File: config.mk
export PLATFORM = sky130hd
export DESIGN_NAME = button_event_arbiter
export DESIGN_NICKNAME = d
export VERILOG_FILES = /design/src/rtl/button_event_arbiter.sv
export SDC_FILE = /design/constraint.sdc
export NUM_CORES = 1
export LEC_CHECK = 0
export CELL_PAD_IN_SITES_DETAIL_PLACEMENT = 1
export CELL_PAD_IN_SITES_GLOBAL_PLACEMENT = 2
export CORE_ASPECT_RATIO = 1.4
export CORE_MARGIN = 1.5
export CORE_UTILIZATION = 35
export CTS_CLUSTER_DIAMETER = 120
export DETAILED_ROUTE_END_ITERATION = 8
export GPL_TIMING_DRIVEN = 0
export PLACE_DENSITY_LB_ADDON = 0.08
export SLEW_MARGIN = 20
export SYNTH_ARGS = -nofsm -noshare
export SYNTH_HDL_FRONTEND = slang
export SYNTH_SLANG_ARGS = --single-unit
File: constraint.sdc
create_clock -name clock -period 7.2 [get_ports clock]
set_clock_uncertainty 0.05 [all_clocks]
set_input_delay 0.72 -clock clock [delete_from_list [all_inputs] [get_ports clock]]
set_output_delay 0.72 -clock clock [all_outputs]
set_load 0.02 [all_outputs]
File: src/rtl/button_event_arbiter.sv
// Turns debounced button levels into press / release / long-press events and
// serialises them onto one valid/ready port, sharing channels round-robin.
module button_event_arbiter #(
  parameter int NUM_BUTTONS = 4,
  parameter int CH_WIDTH    = 2,
  parameter int HOLD_CYCLES = 50_000_000,
  parameter int CNT_WIDTH   = 26
) (
  input  logic                   clock,
  input  logic                   resetN,
  input  logic [NUM_BUTTONS-1:0] buttonsIn,
  output logic                   eventValid,
  input  logic                   eventReady,
  output logic [CH_WIDTH-1:0]    eventChannel,
  output logic [1:0]             eventType,
  output logic [NUM_BUTTONS-1:0] pendingMask,
  output logic                   overflow
);

  localparam logic [1:0]           EV_PRESS   = 2'b00;
  localparam logic [1:0]           EV_RELEASE = 2'b01;
  localparam logic [1:0]           EV_LONG    = 2'b10;
  localparam logic [CNT_WIDTH-1:0] HOLD_MAX   = CNT_WIDTH'(HOLD_CYCLES);
  localparam logic [CNT_WIDTH-1:0] LONG_PRE   = CNT_WIDTH'(HOLD_CYCLES - 2);
  localparam logic [CH_WIDTH-1:0]  LAST_CH    = CH_WIDTH'(NUM_BUTTONS - 1);

  typedef enum logic {S_IDLE, S_OFFER} state_t;

  function automatic logic [CNT_WIDTH-1:0] sat_inc(input logic [CNT_WIDTH-1:0] v);
    return (v >= HOLD_MAX) ? HOLD_MAX : v + 1'b1;
  endfunction

  state_t                 r_state;
  logic [NUM_BUTTONS-1:0] r_prev;
  logic [NUM_BUTTONS-1:0] r_pend_press;
  logic [NUM_BUTTONS-1:0] r_pend_long;
  logic [NUM_BUTTONS-1:0] r_pend_rel;
  logic [NUM_BUTTONS-1:0] r_mask;
  logic [CH_WIDTH-1:0]    r_rr;
  logic [CH_WIDTH-1:0]    r_ch;
  logic [1:0]             r_type;
  logic                   r_valid;
  logic                   r_ovf;

  logic [NUM_BUTTONS-1:0] w_rise;
  logic [NUM_BUTTONS-1:0] w_fall;
  logic [NUM_BUTTONS-1:0] w_long;
  logic [NUM_BUTTONS-1:0] w_pend_any;
  logic [NUM_BUTTONS-1:0] w_pick_oh;
  logic [NUM_BUTTONS-1:0] w_clr_press;
  logic [NUM_BUTTONS-1:0] w_clr_long;
  logic [NUM_BUTTONS-1:0] w_clr_rel;
  logic [NUM_BUTTONS-1:0] w_press_nxt;
  logic [NUM_BUTTONS-1:0] w_long_nxt;
  logic [NUM_BUTTONS-1:0] w_rel_nxt;
  logic                   w_found;
  logic                   w_take;
  logic                   w_drop;
  logic [CH_WIDTH-1:0]    w_pick;
  logic [1:0]             w_type;

  assign w_rise     = buttonsIn & ~r_prev;
  assign w_fall     = ~buttonsIn & r_prev;
  assign w_pend_any = r_pend_press | r_pend_long | r_pend_rel;

  // Hold counter is one short of HOLD_CYCLES-1 here, so the long-press lands on the same edge.
  for (genvar g = 0; g < NUM_BUTTONS; g++) begin : g_hold
    logic [CNT_WIDTH-1:0] r_cnt;

    assign w_long[g] = buttonsIn[g] & ~w_rise[g] & (r_cnt == LONG_PRE);

    always_ff @(posedge clock or negedge resetN) begin
      if (!resetN) begin
        r_cnt <= '0;
      end else if (!buttonsIn[g] || w_rise[g]) begin
        r_cnt <= '0;
      end else begin
        r_cnt <= sat_inc(r_cnt);
      end
    end
  end

  always_comb begin
    w_found = 1'b0;
    w_pick  = '0;
    for (int k = 0; k < NUM_BUTTONS; k++) begin
      int idx;
      idx = int'(r_rr) + k;
      if (idx >= NUM_BUTTONS) idx = idx - NUM_BUTTONS;
      if (!w_found && ((w_pend_any >> idx) & NUM_BUTTONS'(1)) != '0) begin
        w_found = 1'b1;
        w_pick  = CH_WIDTH'(idx);
      end
    end
  end

  assign w_pick_oh = NUM_BUTTONS'(1) << w_pick;

  always_comb begin
    if ((r_pend_press & w_pick_oh) != '0) begin
      w_type = EV_PRESS;
    end else if ((r_pend_long & w_pick_oh) != '0) begin
      w_type = EV_LONG;
    end else begin
      w_type = EV_RELEASE;
    end
  end

  assign w_take      = (r_state == S_IDLE) && w_found;
  assign w_clr_press = (w_take && w_type == EV_PRESS)   ? w_pick_oh : '0;
  assign w_clr_long  = (w_take && w_type == EV_LONG)    ? w_pick_oh : '0;
  assign w_clr_rel   = (w_take && w_type == EV_RELEASE) ? w_pick_oh : '0;

  // New events are ORed in after the clear, so a same-cycle set survives the grant.
  assign w_press_nxt = (r_pend_press & ~w_clr_press) | w_rise;
  assign w_long_nxt  = (r_pend_long  & ~w_clr_long)  | w_long;
  assign w_rel_nxt   = (r_pend_rel   & ~w_clr_rel)   | w_fall;

  assign w_drop = |((r_pend_press & ~w_clr_press & w_rise) |
                    (r_pend_long  & ~w_clr_long  & w_long) |
                    (r_pend_rel   & ~w_clr_rel   & w_fall));

  always_ff @(posedge clock or negedge resetN) begin
    if (!resetN) begin
      r_prev       <= '0;
      r_pend_press <= '0;
      r_pend_long  <= '0;
      r_pend_rel   <= '0;
      r_mask       <= '0;
      r_ovf        <= 1'b0;
    end else begin
      r_prev       <= buttonsIn;
      r_pend_press <= w_press_nxt;
      r_pend_long  <= w_long_nxt;
      r_pend_rel   <= w_rel_nxt;
      r_mask       <= w_press_nxt | w_long_nxt | w_rel_nxt;
      r_ovf        <= r_ovf | w_drop;
    end
  end

  always_ff @(posedge clock or negedge resetN) begin
    if (!resetN) begin
      r_state <= S_IDLE;
      r_rr    <= '0;
      r_ch    <= '0;
      r_type  <= EV_PRESS;
      r_valid <= 1'b0;
    end else begin
      case (r_state)
        S_IDLE: begin
          if (w_found) begin
            r_ch    <= w_pick;
            r_type  <= w_type;
            r_valid <= 1'b1;
            r_state <= S_OFFER;
          end
        end
        S_OFFER: begin
          if (eventReady) begin
            r_valid <= 1'b0;
            r_rr    <= (r_ch == LAST_CH) ? '0 : r_ch + 1'b1;
            r_state <= S_IDLE;
          end
        end
        default: r_state <= S_IDLE;
      endcase
    end
  end

  assign eventValid   = r_valid;
  assign eventChannel = r_ch;
  assign eventType    = r_type;
  assign pendingMask  = r_mask;
  assign overflow     = r_ovf;

endmodule
==> results.md, run 1 <==
- Antenna Cells: 0
- Met1 usage: 21.0%
- Crit path kind: flip-flop to flip-flop
- First-pass GRT wire length: 29,200 um
- Period utilisation layout: 53.1%
- Max Root-Sink Buffers: 2
- DP Area: 7460 um^2
- CP max stage cell: or4_1
- Sw frac: 28.8%
- Synthesized instance count: 739
- Worst-path clk slew: 60 ps
- Cell taking the most area after synthesis: dfrtp_1
- # DRC: 0
- H-tree level count: 4
- Psw: 0.604 mW
- Setup bufs post-CTS: 0
- Vias: 5,492
- Max_cap viols: 0
- Fin. Hold Viols: 0
- Synth Warn #: 0
- Startpoint types: flip-flop
- Most frequent CP cell: buf_2
- Grt met2 use: 31.6%
- Most numerous cell in the Yosys netlist: dfrtp_1
- Clk pwr share: 41.6%
- Final Slew Violations: 0
- CTS tree: done
- Mapped Area: 6960 um^2
- Detailed Place HPWL: 12,200 um
- Gpl congestion: 0.808
- Maximum vdd drop: 0.169 mV
- RSZ-0062 raised after global routing: no
- Sequential share of power: 39.1%
- Slew at the pin closest to its max-slew limit: 775 ps
- Post-Layout Inst Area: 8050 um^2
- Port Buf Inserts: 16
- Pwr/cell area: 260 nW/um^2
- Leakage Power: 3.17 nW
- Top FF cell, synth: dfrtp_1
- Total power: 2.09 mW
- CTS buffer count: 17
- Clock sink count: 133
- Vias in the first global route: 5,935
- Die area: 20,700 um^2
- Chip width: 122 um
- CP cell instances: buf_2, inv_1, ha_1, nor4b_1, o221ai_1, a32oi_1, o32a_1, buf_2, nand3b_1, o31ai_1, o22ai_1, or4_1
- Status: finished clean
- Total Routing Usage GR: 17.7%
- Die Ht: 170 um
- Sequential area share after synthesis: 47.9%
- Worst Path Required: 7430 ps
- Hold buffer count at cts: 0
- DR WL/cell: 16.4 um
- Syn nets: 762
- Netlist cell types: 58
- Post-synthesis register bit count: 133
- Post-DRT Antenna Nets: 0
- Synth async-reset ratio: 100%
- Slowest stage delay, CP: 530 ps
- Syn avg cell area: 9.41 um^2
- CP Capture Type: flip-flop
- Layout cell share with drive strength beyond 1: 6.61%
- Initial Utilization: 35.9%
- Root Buffer: clkbuf_16
- Fmax: 261 MHz
- Most instantiated cells after synthesis: 133 x dfrtp_1, 102 x nor2_1, 63 x nand2_1
- Worst min path class: primary input to async pin
- Clk_lat worst skew: 420 ps
- Logic gate share of total power: 19.3%
- Internal: 1.49 mW
- Std-Cell Rows: 60
- Area Overhead vs Synth: 15.8%
- Final nets: 798
- Met3 usage: 3.33%
- Initial antenna violation count: 0
- Post-synth EDFFs: 0
- GR peak layer: met2
- Post-CTS Resized: 0
- IO Count: 17
- Iteration-0 DRC Markers: 182
- Vias per cell: 5.31
- Gr ovfl total: 0
- Worst-path fanout max: 10
- WP data arrival: 4060 ps
- Core footprint: 19,400 um^2
- Final min period: 3820 ps
- Final setup viols: 0
- Synth top area share: 47.9%
- Final WL: 17,000 um
- Slew HR: 48.2%
- Top post-synthesis cells by area: dfrtp_1 48%, xor2_1 7.1%, nor2_1 5.5%
- DRT Pass-1 Iters: 4
- Largest net degree at the start of global routing: 90
==> through the flow <==
step	setup TNS [ps]	utilization [%]	setup slack, ps	cells	hold WS, ps
after floorplan	0	-	3970	739	374
after global placement	-18990	38.3	-160	1003	427
after detailed placement	0	38.5	3370	1004	437
after CTS	0	41.6	3360	1035	145
after global routing	0	41.6	3030	1035	154
final	0	41.6	3380	1035	138
==> registers in the layout, summed over array words and instances, names as in the netlist <==
signal	count
eventType	2
r_rr	2
r_pend_long	4
g_hold.r_cnt	104
r_pend_rel	4
pendingMask	4
eventChannel	2
r_pend_press	4
r_state	1
overflow	1
eventValid	1
r_prev	4
==> path summary, 6_finish.rpt <==
kind	cells past startpoint	slack, ps	startpoint	end
worst min-delay path	1	140	resetN	g_hold[2].r_cnt[11]$_DFF_PN0_
max in group asynchronous	2	6150	resetN	r_pend_rel[0]$_DFF_PN0_
min in group clock	1	440	g_hold[2].r_cnt[0]$_DFF_PN0_	g_hold[2].r_cnt[0]$_DFF_PN0_
worst min register to register	1	440	g_hold[2].r_cnt[0]$_DFF_PN0_	g_hold[2].r_cnt[0]$_DFF_PN0_
worst max register to register	12	3380	r_rr[1]$_DFFE_PN0P_	overflow$_DFF_PN0_
worst max-delay path	12	3380	r_rr[1]$_DFFE_PN0P_	overflow$_DFF_PN0_
==> worst max-delay path, delay by kind of cell, from the launching register on <==
kind / cells / cell delay (ps)
AO/OA/AOI/OAI: 5 / 1120
adder cells (fa/ha/maj): 1 / 400
buffers and inverters: 3 / 620
flip-flops: 1 / 390
AND/OR/NAND/NOR: 3 / 1100
==> layout by cell type (no fill, tap or decap), types with 7 or more instances in the layout <==
master / instances
or3_1: 12
nor2_1: 102
nand2_1: 63
nor3_1: 13
clkbuf_1: 16
buf_2: 10
nand3_1: 42
inv_1: 27
ha_1: 16
xor2_1: 56
and3_1: 11
or4_1: 7
and2_1: 7
clkbuf_16: 17
dfrtp_1: 133
nor4_1: 10
xnor2_1: 34
nand2b_1: 9
o21ai_0: 12
a21oi_1: 56
clkdlybuf4s50_1: 15
nand4_1: 26
==> final cells by class <==
cell class | instances | area (um^2)
buffer | 26 | 118
sequential | 133 | 3330
tap | 248 | 310
timing repair buffer | 17 | 193
multi-input combinational | 553 | 3410
clock buffer | 23 | 498
inverter | 27 | 101
clock inverter | 8 | 97.6
fill | 2205 | 11300
==> logic make-up after synthesis <==
family          after synthesis  share of synthesized area [%]
compound gates              107                           9.68
xor+xnor                     90                           11.3
fa+ha+maj                    16                           2.88
buf+inv                      53                           3.15
flops                       133                           47.9
mux                           8                           1.22
simple gates                332                           23.9
==> power groups by stage <==
stage | logic (mW) | clock network [mW] | registers (mW)
after detailed placement | 0.406 | 0 | 0.830
final | 0.405 | 0.871 | 0.818
after global placement | 0.394 | 0 | 0.829
after floorplan | 0.262 | 0 | 0.832
after CTS | 0.409 | 0.900 | 0.818
after global routing | 0.450 | 0.932 | 0.823
==> routing by layer <==
layer  wire length (um)  vias up  share of wire, %
met5                  0        -                 0
met4                334        0               2.0
met3                314       25               1.8
met2               8870       52                52
met1               7460     2772                44
li1                   -     2643                 -
Power figures use the tool's default switching activity.
==> inputs of run 2 (changes only) <==
Clock period 7.2 ns to 3.7 ns, I/O delays scaled along.
==> run 2 against run 1 <==
Against the previous run: clock power rose by 95%; final area rose by 1.2%; register-to-register slack got worse by 3300 ps; critical endpoint is now pendingMask[1]$_DFF_PN0_; highest routed layer unchanged.
==> results.md, run 2 (same netlist as run 1, synthesis figures left out) <==
- Status: finished clean
- Pre-CTS WS: -127 ps (-3500 ps)
- Crit path kind: flip-flop to flip-flop
- Psw: 1.23 mW (+100%)
- Slew at the pin closest to its max-slew limit: 609 ps (-167 ps)
- Worst-path fanout max: 8 (-2)
- Max Root-Sink Buffers: 2 (unchanged)
- Worst min path class: primary input to async pin
- Final Slew Violations: 0 (unchanged)
- First-pass GRT wire length: 29,400 um (+0.52%)
- Most frequent CP cell: or3_1
- Clk pwr share: 40.7% (-0.9 points)
- Final min period: 3580 ps (-249 ps)
- Area Overhead vs Synth: 17.2%
- IO Count: 17 (unchanged)
- CP Capture Type: flip-flop
- Port Buf Inserts: 16 (unchanged)
- Post-Layout Inst Area: 8150 um^2 (+1.2%)
- Largest net degree at the start of global routing: 90 (unchanged)
- Detailed Place HPWL: 12,200 um (unchanged)
- Core footprint: 19,400 um^2 (unchanged)
- Fin util: 42.1% (+0.52 points)
- DRT Pass-1 Iters: 4 (unchanged)
- Vias in the first global route: 5,958 (+0.39%)
- WP buf/inv: 1 (-2)
- Slowest stage delay, CP: 460 ps (-70 ps)
- CTS buffer count: 17 (unchanged)
- Final WL: 17,100 um (+0.92%)
- Layout cell share with drive strength beyond 1: 7.74% (+1.1 points)
- CTS tree: done
- Fill cells: 2,199 (-0.27%)
- Total power: 4.17 mW (+99%)
- Initial Utilization: 35.9% (unchanged)
- Die area: 20,700 um^2 (unchanged)
- Clk_lat worst skew: 420 ps (about the same)
- Startpoint types: flip-flop
- Pwr/cell area: 511 nW/um^2 (+97%)
- Final nets: 799 (+0.13%)
- Delay-heaviest family, CP: simple AND/OR/NAND/NOR gates
- # DRC: 0 (unchanged)
- CP cell instances: clkbuf_1, nor3_1, a2bb2oi_1, a32oi_1, o32a_1, or3b_1, or3_1, a22o_1, or3_1
- Initial antenna violation count: 0 (unchanged)
- Final TNS setup: 0 ps (unchanged)
- Most frequent cells in the layout: 132 x dfrtp_1, 102 x nor2_1, 63 x nand2_1
- Chip width: 122 um (unchanged)
- CP max stage cell: nor3_1
- Worst-path clk slew: 60 ps (about the same)
- Iteration-0 DRC Markers: 161 (-12%)
- Internal: 2.94 mW (+97%)
- Root Buffer: clkbuf_16
- Slew HR: 59.0% (+11 points)
- Gr ovfl total: 0 (unchanged)
- Sequential share of power: 38.3% (-0.8 points)
- Post-DRT Antenna Nets: 0 (unchanged)
- Vias: 5,465 (-0.49%)
- Maximum vdd drop: 0.333 mV (+97%)
- Final setup viols: 0 (unchanged)
- Std-Cell Rows: 60 (unchanged)
- Gpl congestion: 0.808 (unchanged)
- Logic gate share of total power: 21.0% (+1.7 points)
- Leakage Power: 3.20 nW (+1.0%)
- Max reg flops: 104 (unchanged)
- Antenna Cells: 0 (unchanged)
- Vias per cell: 5.28 (-0.59%)
- Period utilisation layout: 96.7% (+44 points)
- Fmax: 280 MHz (+7.0%)
- Worst Path Required: 3940 ps (-3490 ps)
- Sw frac: 29.5% (+0.66 points)
- WP data arrival: 3820 ps (-240 ps)
- Largest register by flop count: g_hold.r_cnt
- Final setup margin: 124 ps (-3250 ps)
- Max_cap viols: 0 (unchanged)
- H-tree level count: 4 (unchanged)
- Die Ht: 170 um (unchanged)
- R2r setup slk: 120 ps (-3250 ps)
- DP Area: 7460 um^2 (unchanged)
- Most common library cell in the layout ignoring fill and taps: dfrtp_1
- DR WL/cell: 16.5 um (+0.82%)
- Clock sink count: 133 (unchanged)
- Total Routing Usage GR: 17.8% (+0.13 points)
- Fin. Hold Viols: 0 (unchanged)
==> run 2: cell types whose count changed in the layout (fill, tap and decap cells not counted), moves of 2 or more <==
cell and change:
nor4_4 +2, nor4_1 -2, nor4b_4 +2, buf_2 -2, nor4b_1 -2
==> run 2: routing by layer <==
layer	vias to the layer above	global-route usage (%)	wire length [um]
met4	0	5.81	287
li1	2645	-	-
met1	2754	21.0	7540
met2	42	31.9	8990
met5	-	0	0
met3	24	3.93	319
==> run 2: path summary, 6_finish.rpt <==
check / startpoint / cells past startpoint / end
worst max register to register: r_pend_rel[2]$_DFF_PN0_ / 9 / pendingMask[1]$_DFF_PN0_
worst min register to register: g_hold[2].r_cnt[0]$_DFF_PN0_ / 1 / g_hold[2].r_cnt[0]$_DFF_PN0_
worst max-delay path: r_pend_rel[2]$_DFF_PN0_ / 9 / pendingMask[1]$_DFF_PN0_
min in group clock: g_hold[2].r_cnt[0]$_DFF_PN0_ / 1 / g_hold[2].r_cnt[0]$_DFF_PN0_
max in group asynchronous: resetN / 3 / r_rr[0]$_DFFE_PN0P_
worst min-delay path: resetN / 2 / g_hold[2].r_cnt[11]$_DFF_PN0_
==> run 2: power groups by stage <==
stage	combinational [mW]	sequential, mW	clock (mW)
after floorplan	0.510	1.62	0
after global placement	0.768	1.61	0
after detailed placement	0.791	1.62	0
after CTS	0.822	1.59	1.75
after global routing	0.956	1.60	1.82
final	0.876	1.59	1.70
==> run 2: cell type report <==
class | count | area (um^2) | area share (%)
plain buffers | 26 | 124 | 1.52
well taps | 248 | 310 | 3.81
clock buffers | 23 | 498 | 6.11
multi-input cells | 553 | 3490 | 42.8
repair buffers | 18 | 203 | 2.49
inverters | 27 | 101 | 1.24
clock inverters | 8 | 97.6 | 1.20
flip-flops and latches | 133 | 3330 | 40.8
==> run 2: timing repair <==
action / CTS / global route
hold buffers: 1 / 0
setup buffers: 0 / 0
pin swaps: 0 / 1
setup endpoints to repair: 2 / 4
endpoints found under the hold margin: 44 / 0
resized for setup: 7 / 10
==> run 2: per-stage QoR <==
step | hold slack (ps) | cells
2_1_floorplan | 24.4 | 739
6_report | 384 | 1036
3_3_place_gp | 427 | 1003
5_1_grt | 401 | 1036
4_1_cts | 395 | 1036
3_5_place_dp | 243 | 1004
